### src/rtl/enc_snapshot_seq.sv
// Snapshot sequencer: scans NUM_CH encoder channels (count/period/frequency) into a
// double-buffered store. Optional periodic auto-trigger is enabled by defining SNAP_AUTO_EN.

`ifndef ADDR_MAIN
`define ADDR_MAIN 4'h8
`endif
`ifndef OFF_ENC_DATA
`define OFF_ENC_DATA 4'h0
`endif
`ifndef OFF_PER_DATA
`define OFF_PER_DATA 4'h4
`endif
`ifndef OFF_FREQ_DATA
`define OFF_FREQ_DATA 4'h8
`endif

module enc_snapshot_seq #(
    parameter int NUM_CH        = 4,
    parameter int PERIOD_CYCLES = 49152
) (
    input  logic        sysclk,
    input  logic        reset,
    input  logic        snap_req,
    output logic [15:0] enc_raddr,
    input  logic [31:0] enc_rdata,
    input  logic [3:0]  buf_raddr,
    output logic [31:0] buf_rdata,
    output logic        snap_busy,
    output logic        snap_done,
    output logic [7:0]  snap_seq
);

    localparam int NW = 3 * NUM_CH;

    localparam logic [1:0] ST_IDLE = 2'd0;
    localparam logic [1:0] ST_RUN  = 2'd1;
    localparam logic [1:0] ST_DONE = 2'd2;

    logic [1:0]  state_q, state_d;
    logic [3:0]  w_q, w_d;
    logic [1:0]  fld_q, fld_d;
    logic [3:0]  ch_q, ch_d;
    logic        pend_q, pend_d;
    logic        bank_q, bank_d;
    logic        done_q, done_d;
    logic [7:0]  seq_q, seq_d;
    logic        tick;
    logic        trigger;
    logic        cap_en;
    logic [3:0]  off;
    logic [31:0] words [0:2*NW-1];

`ifdef SNAP_AUTO_EN
    localparam int CW = (PERIOD_CYCLES > 1) ? $clog2(PERIOD_CYCLES) : 1;
    logic [CW-1:0] per_cnt_q;

    assign tick = (per_cnt_q == CW'(PERIOD_CYCLES - 1));

    always_ff @(posedge sysclk) begin
        if (reset) begin
            per_cnt_q <= '0;
        end else if (tick) begin
            per_cnt_q <= '0;
        end else begin
            per_cnt_q <= per_cnt_q + 1'b1;
        end
    end
`else
    localparam int unused_period = PERIOD_CYCLES;
    assign tick = 1'b0;
`endif

    assign trigger = snap_req | pend_q | tick;
    assign cap_en  = (state_q == ST_RUN);

    always_comb begin
        state_d = state_q;
        w_d     = w_q;
        fld_d   = fld_q;
        ch_d    = ch_q;
        pend_d  = pend_q;
        bank_d  = bank_q;
        done_d  = 1'b0;
        seq_d   = seq_q;
        case (state_q)
            ST_IDLE: begin
                if (trigger) begin
                    state_d = ST_RUN;
                    w_d     = 4'd0;
                    fld_d   = 2'd0;
                    ch_d    = 4'd1;
                    pend_d  = 1'b0;
                end
            end
            ST_RUN: begin
                pend_d = pend_q | snap_req | tick;
                // The last word is captured on the same edge that leaves RUN.
                if (w_q == 4'(NW - 1)) begin
                    state_d = ST_DONE;
                end else begin
                    w_d = w_q + 4'd1;
                    if (fld_q == 2'd2) begin
                        fld_d = 2'd0;
                        ch_d  = ch_q + 4'd1;
                    end else begin
                        fld_d = fld_q + 2'd1;
                    end
                end
            end
            ST_DONE: begin
                pend_d  = pend_q | snap_req | tick;
                state_d = ST_IDLE;
                bank_d  = ~bank_q;
                done_d  = 1'b1;
                seq_d   = seq_q + 8'd1;
            end
            default: begin
                state_d = ST_IDLE;
            end
        endcase
    end

    always_ff @(posedge sysclk) begin
        if (reset) begin
            state_q <= ST_IDLE;
            w_q     <= 4'd0;
            fld_q   <= 2'd0;
            ch_q    <= 4'd1;
            pend_q  <= 1'b0;
            bank_q  <= 1'b0;
            done_q  <= 1'b0;
            seq_q   <= 8'd0;
        end else begin
            state_q <= state_d;
            w_q     <= w_d;
            fld_q   <= fld_d;
            ch_q    <= ch_d;
            pend_q  <= pend_d;
            bank_q  <= bank_d;
            done_q  <= done_d;
            seq_q   <= seq_d;
        end
    end

    // Entries 0..NW-1 form bank 0, NW..2*NW-1 bank 1; only the back bank is written.
    for (genvar gi = 0; gi < 2 * NW; gi++) begin : g_word
        logic [31:0] word_q;
        always_ff @(posedge sysclk) begin
            if (reset) begin
                word_q <= '0;
            end else if (cap_en && (bank_q != 1'(gi >= NW)) && (w_q == 4'(gi % NW))) begin
                word_q <= enc_rdata;
            end
        end
        assign words[gi] = word_q;
    end

    always_comb begin
        case (fld_q)
            2'd0:    off = `OFF_ENC_DATA;
            2'd1:    off = `OFF_PER_DATA;
            default: off = `OFF_FREQ_DATA;
        endcase
    end

    assign enc_raddr = cap_en ? {`ADDR_MAIN, 4'h0, ch_q, off} : 16'h0;

    always_comb begin
        logic [1:0] rd_ch;
        logic [1:0] rd_fld;
        logic [4:0] rd_idx;
        rd_ch     = buf_raddr[3:2];
        rd_fld    = buf_raddr[1:0];
        rd_idx    = (bank_q ? 5'(NW) : 5'd0) + 5'(rd_ch) * 5'd3 + 5'(rd_fld);
        buf_rdata = 32'h0;
        if (int'(rd_ch) < NUM_CH) begin
            if (rd_fld == 2'd3) begin
                buf_rdata = {24'h0, seq_q};
            end else begin
                buf_rdata = words[rd_idx];
            end
        end
    end

    assign snap_busy = (state_q != ST_IDLE);
    assign snap_done = done_q;
    assign snap_seq  = seq_q;

endmodule

### config.mk
export PLATFORM = sky130hd
export DESIGN_NAME = enc_snapshot_seq
export DESIGN_NICKNAME = d
export VERILOG_FILES = /design/src/rtl/enc_snapshot_seq.sv
export SDC_FILE = /design/constraint.sdc
export NUM_CORES = 2
export LEC_CHECK = 0
export ABC_CLOCK_PERIOD_IN_PS = 6700
export CELL_PAD_IN_SITES_DETAIL_PLACEMENT = 0
export CELL_PAD_IN_SITES_GLOBAL_PLACEMENT = 1
export CORE_MARGIN = 2
export CORE_UTILIZATION = 45
export CTS_BUF_LIST = sky130_fd_sc_hd__clkbuf_4
export DETAILED_ROUTE_END_ITERATION = 7
export GPL_TIMING_DRIVEN = 0
export PLACE_DENSITY_LB_ADDON = 0.1
export SLEW_MARGIN = 40
export SYNTH_ARGS = -nofsm -noshare
export SYNTH_HDL_FRONTEND = slang
export SYNTH_SLANG_ARGS = --single-unit
export TNS_END_PERCENT = 5
### constraint.sdc
create_clock -name sysclk -period 6.7 [get_ports sysclk]
set_input_delay 1.34 -clock sysclk [delete_from_list [all_inputs] [get_ports sysclk]]
set_output_delay 1.34 -clock sysclk [all_outputs]
set_load 0.01 [all_outputs]
==> flow_metrics.env <==
export IMPL_finalCriticalPeriod_ns=6.93
export IMPL_hold_class="reg -> reg"
export IMPL_die_y_um=282
export IMPL_r2r_end="g_word[12].word_q[9]"
export IMPL_grt_pass1_wl_mm=198
export IMPL_fin_skew_ns=0.0442
export IMPL_ctsRootBufferMaster="clkbuf_4"
export IMPL_detailedPlace_worstSlack_ns=-1.18
export IMPL_nets=4569
export IMPL_r2r_slack_ns=3.84
export IMPL_crit_path_end_kind="output pin"
export IMPL_ant_nets=0
export IMPL_wirelength_mm=136
export IMPL_maxSlewViolCount=0
export IMPL_cp_arrival_ns=5.59
export IMPL_worstMarginPinSlew_ns=0.892
export IMPL_place_hpwl_mm=100
export IMPL_cts_made_buffers=211
export IMPL_final_common_cell="nand2_1"
export IMPL_dp_cells=5340
export IMPL_max_freq_mhz=144
export IMPL_synth_edff_count=0
export IMPL_slew_headroom=0.405
export IMPL_drc=0
export IMPL_clkSinkCount=791
export IMPL_htreeDepth=4
export IMPL_stdcell_count=5717
export IMPL_die_x_um=282
export IMPL_cp_max_fo=10
export IMPL_synth_cell_type_count=64
export IMPL_violations="setup timing"
export IMPL_cap_viol_max_count=0
export IMPL_leakagePower_nw=14.0
export IMPL_synth_ff_type="dfxtp_1"
export IMPL_gp_congestion=0.957
export IMPL_period_share=1.03
export IMPL_drive_gt1_frac=0.153
export IMPL_path_class="in -> out"
export IMPL_path_clk_slew_ns=0.07
export IMPL_cp_data_required_time_ns=5.36
export IMPL_syn_inst=4206
export IMPL_io_buffer_count=86
export IMPL_cts_tree="built"
export IMPL_drt_iter0_markers=2932
export IMPL_status="finished with violations"
export IMPL_finalInstanceArea_um2=40300
export IMPL_synth_area_um2=34900
export IMPL_first_global_vias=30017
export IMPL_final_cell_mix="1569 x nand2_1, 800 x a21oi_1, 791 x dfxtp_1"
export IMPL_die_area_um2=79800
export IMPL_pin_count=97
export IMPL_antenna_found_initial=7
export IMPL_setup_slack_ns=-0.234
export IMPL_reg2reg_depth=8
export IMPL_postSynth_asyncResetShare=0
export IMPL_dr_total_vias=31763
export IMPL_setup_viol=7
export IMPL_yosysSeqAreaShare=0.454
export IMPL_avgSynthCellArea_um2=8.29
export IMPL_insertion_delay_ns=1.13
export IMPL_start_util=0.453
export IMPL_syn2layout_area_growth_pct=15.5
export IMPL_cts_max_path_buffers=3
export IMPL_wl_per_cell_um=23.7
export IMPL_p_per_area_nw_per_um2=265
export IMPL_via_per_inst=5.56
export IMPL_rows=102
export IMPL_p_total_mw=10.7
export IMPL_ys_seq_elements=791
export IMPL_timing_rr_start="w_q[0]"
export IMPL_whs_path_depth=2
export IMPL_grt_ovfl_total=0
export IMPL_ir_worst_vdd_mv=0.140
export IMPL_core_um2=77100
export IMPL_placed_area_um2=37100
export IMPL_rsz0062_at_grt="yes"
export IMPL_ys_warn_count=0
export IMPL_hold_viol_final=0
export IMPL_whs_endpoint="g_word[1].word_q[1]"
export IMPL_grt_max_degree=19
export IMPL_worstHoldStart="g_word[1].word_q[1]"
export IMPL_dr_pass1_iters=5
export IMPL_grt_use_total=0.339
export IMPL_startpoint_type="input port"
-- Yosys cell counts, drive strengths merged (2+ instances only) --
| cell type | count | area share |
|---|---|---|
| nand2b | 8 | 0.0014 |
| fa | 2 | 0.0011 |
| xor2 | 4 | 0.0010 |
| ha | 15 | 0.0054 |
| nand4 | 7 | 0.0013 |
| a41oi | 6 | 0.0015 |
| and4b | 3 | 0.00086 |
| or4 | 2 | 0.00043 |
| dfxtp | 791 | 0.45 |
| nor2b | 20 | 0.0036 |
| mux4 | 134 | 0.088 |
| mux2 | 32 | 0.010 |
| nor4b | 2 | 0.00093 |
| inv | 16 | 0.0017 |
| nor3 | 17 | 0.0026 |
| and4bb | 3 | 0.0011 |
| o21ai | 6 | 0.00086 |
| and2 | 32 | 0.0057 |
| a2111oi | 23 | 0.0080 |
| xnor2 | 6 | 0.0015 |
| a211oi | 9 | 0.0019 |
| nor2 | 26 | 0.0028 |
| nand3 | 18 | 0.0026 |
| nor3b | 2 | 0.00043 |
| mux2i | 143 | 0.041 |
| and3b | 2 | 0.00050 |
| nand2 | 1570 | 0.17 |
| o22ai | 24 | 0.0045 |
| a21oi | 802 | 0.12 |
| a22oi | 32 | 0.0069 |
| buf | 160 | 0.030 |
| o31ai | 4 | 0.0010 |
| a31oi | 11 | 0.0020 |
| clkbuf | 257 | 0.028 |
| or2 | 2 | 0.00036 |
| or3 | 2 | 0.00036 |
-- worst max-delay path by stage --
stage,startpoint,end,slack (ns),cells after the start
2_1_floorplan,buf_raddr[1],buf_rdata[25],1.23,12
6_report,buf_raddr[1],buf_rdata[7],-0.23,15
3_3_place_gp,buf_raddr[1],buf_rdata[13],-1.38,13
3_5_place_dp,buf_raddr[1],buf_rdata[26],-1.18,15
4_1_cts,buf_raddr[1],buf_rdata[0],-0.19,13
5_1_grt,buf_raddr[1],buf_rdata[7],-0.29,15
-- logic make-up (layout without fill, tap and decap cells) --
logic type	count (synthesis)	after routing	synth area share
adders and majority gates	17	17	0.00653
and+or+nand+nor	1721	1721	0.195
other	1	13	0.000107
AOI/OAI and AO/OA	922	922	0.143
buffers and inverters	435	894	0.0601
DFF	791	791	0.454
xor gates and xnor gates	10	10	0.00251
muxes	309	309	0.139
-- registers in the layout, summed over array words and instances (netlist names), 2 cells and up --
| signal | cells |
|---|---|
| g_word.word_q | 768 |
| snap_seq | 8 |
| state_q | 2 |
| fld_q | 2 |
| ch_q | 4 |
| w_q | 4 |
-- what timing repair did --
action | 4_1_cts | 5_1_grt
setup buffers | 0 | 0
endpoints found under the setup margin | 32 | 20
hold buffers | 0 | 0
pin swaps | 21 | 8
resized for setup | 85 | 19
endpoints found under the hold margin | 0 | 0
-- routing by layer --
layer	GRT usage	routed length, um
met5	0	0
met4	0.135	5000
met2	0.540	62000
met3	0.0637	10800
met1	0.456	57700
-- critical path: stages --
cell and delay (ns):
clkdlybuf4s50_1 0.50, inv_1 0.07, fa_1 0.53, inv_1 0.04, ha_1 0.23, fa_1 0.57
buf_6 0.22, buf_12 0.22, buf_12 0.19, nor2_1 0.11, buf_4 0.24, a22oi_1 0.25
nand3_1 0.24, a31oi_1 0.25, clkdlybuf4s50_1 0.57
-- where the power goes --
part / total [mW] / switching (mW) / leakage [nW] / internal (mW)
Combinational: 1.45 / 0.978 / 5.96 / 0.467
Sequential: 4.78 / 0.0300 / 6.37 / 4.75
Clock: 4.45 / 2.15 / 1.65 / 2.31
Total: 10.7 / 3.16 / 14.0 / 7.52
-- stage by stage --
stage | setup TNS, ns | util | hold WS, ns
after floorplan | 0 | - | 0.432
after global routing | -1.56 | 0.523 | 0.469
after CTS | -1.48 | 0.522 | 0.451
final | -1.05 | 0.523 | 0.452
after detailed placement | -28.74 | 0.482 | 0.443
after global placement | -30.85 | 0.481 | 0.437
-- cell type report --
type,instances,area [um2]
Fill cell,7791,36800
Multi-Input combinational cell,2988,17300
Sequential cell,791,15800
Clock buffer,327,2450
Buffer,418,2150
Tap cell,1040,1300
Timing Repair Buffer,86,852
Clock inverter,46,317
Inverter,17,63.8
Antenna cell,4,10.0
Note: power is estimated with default switching activity, not from simulation.
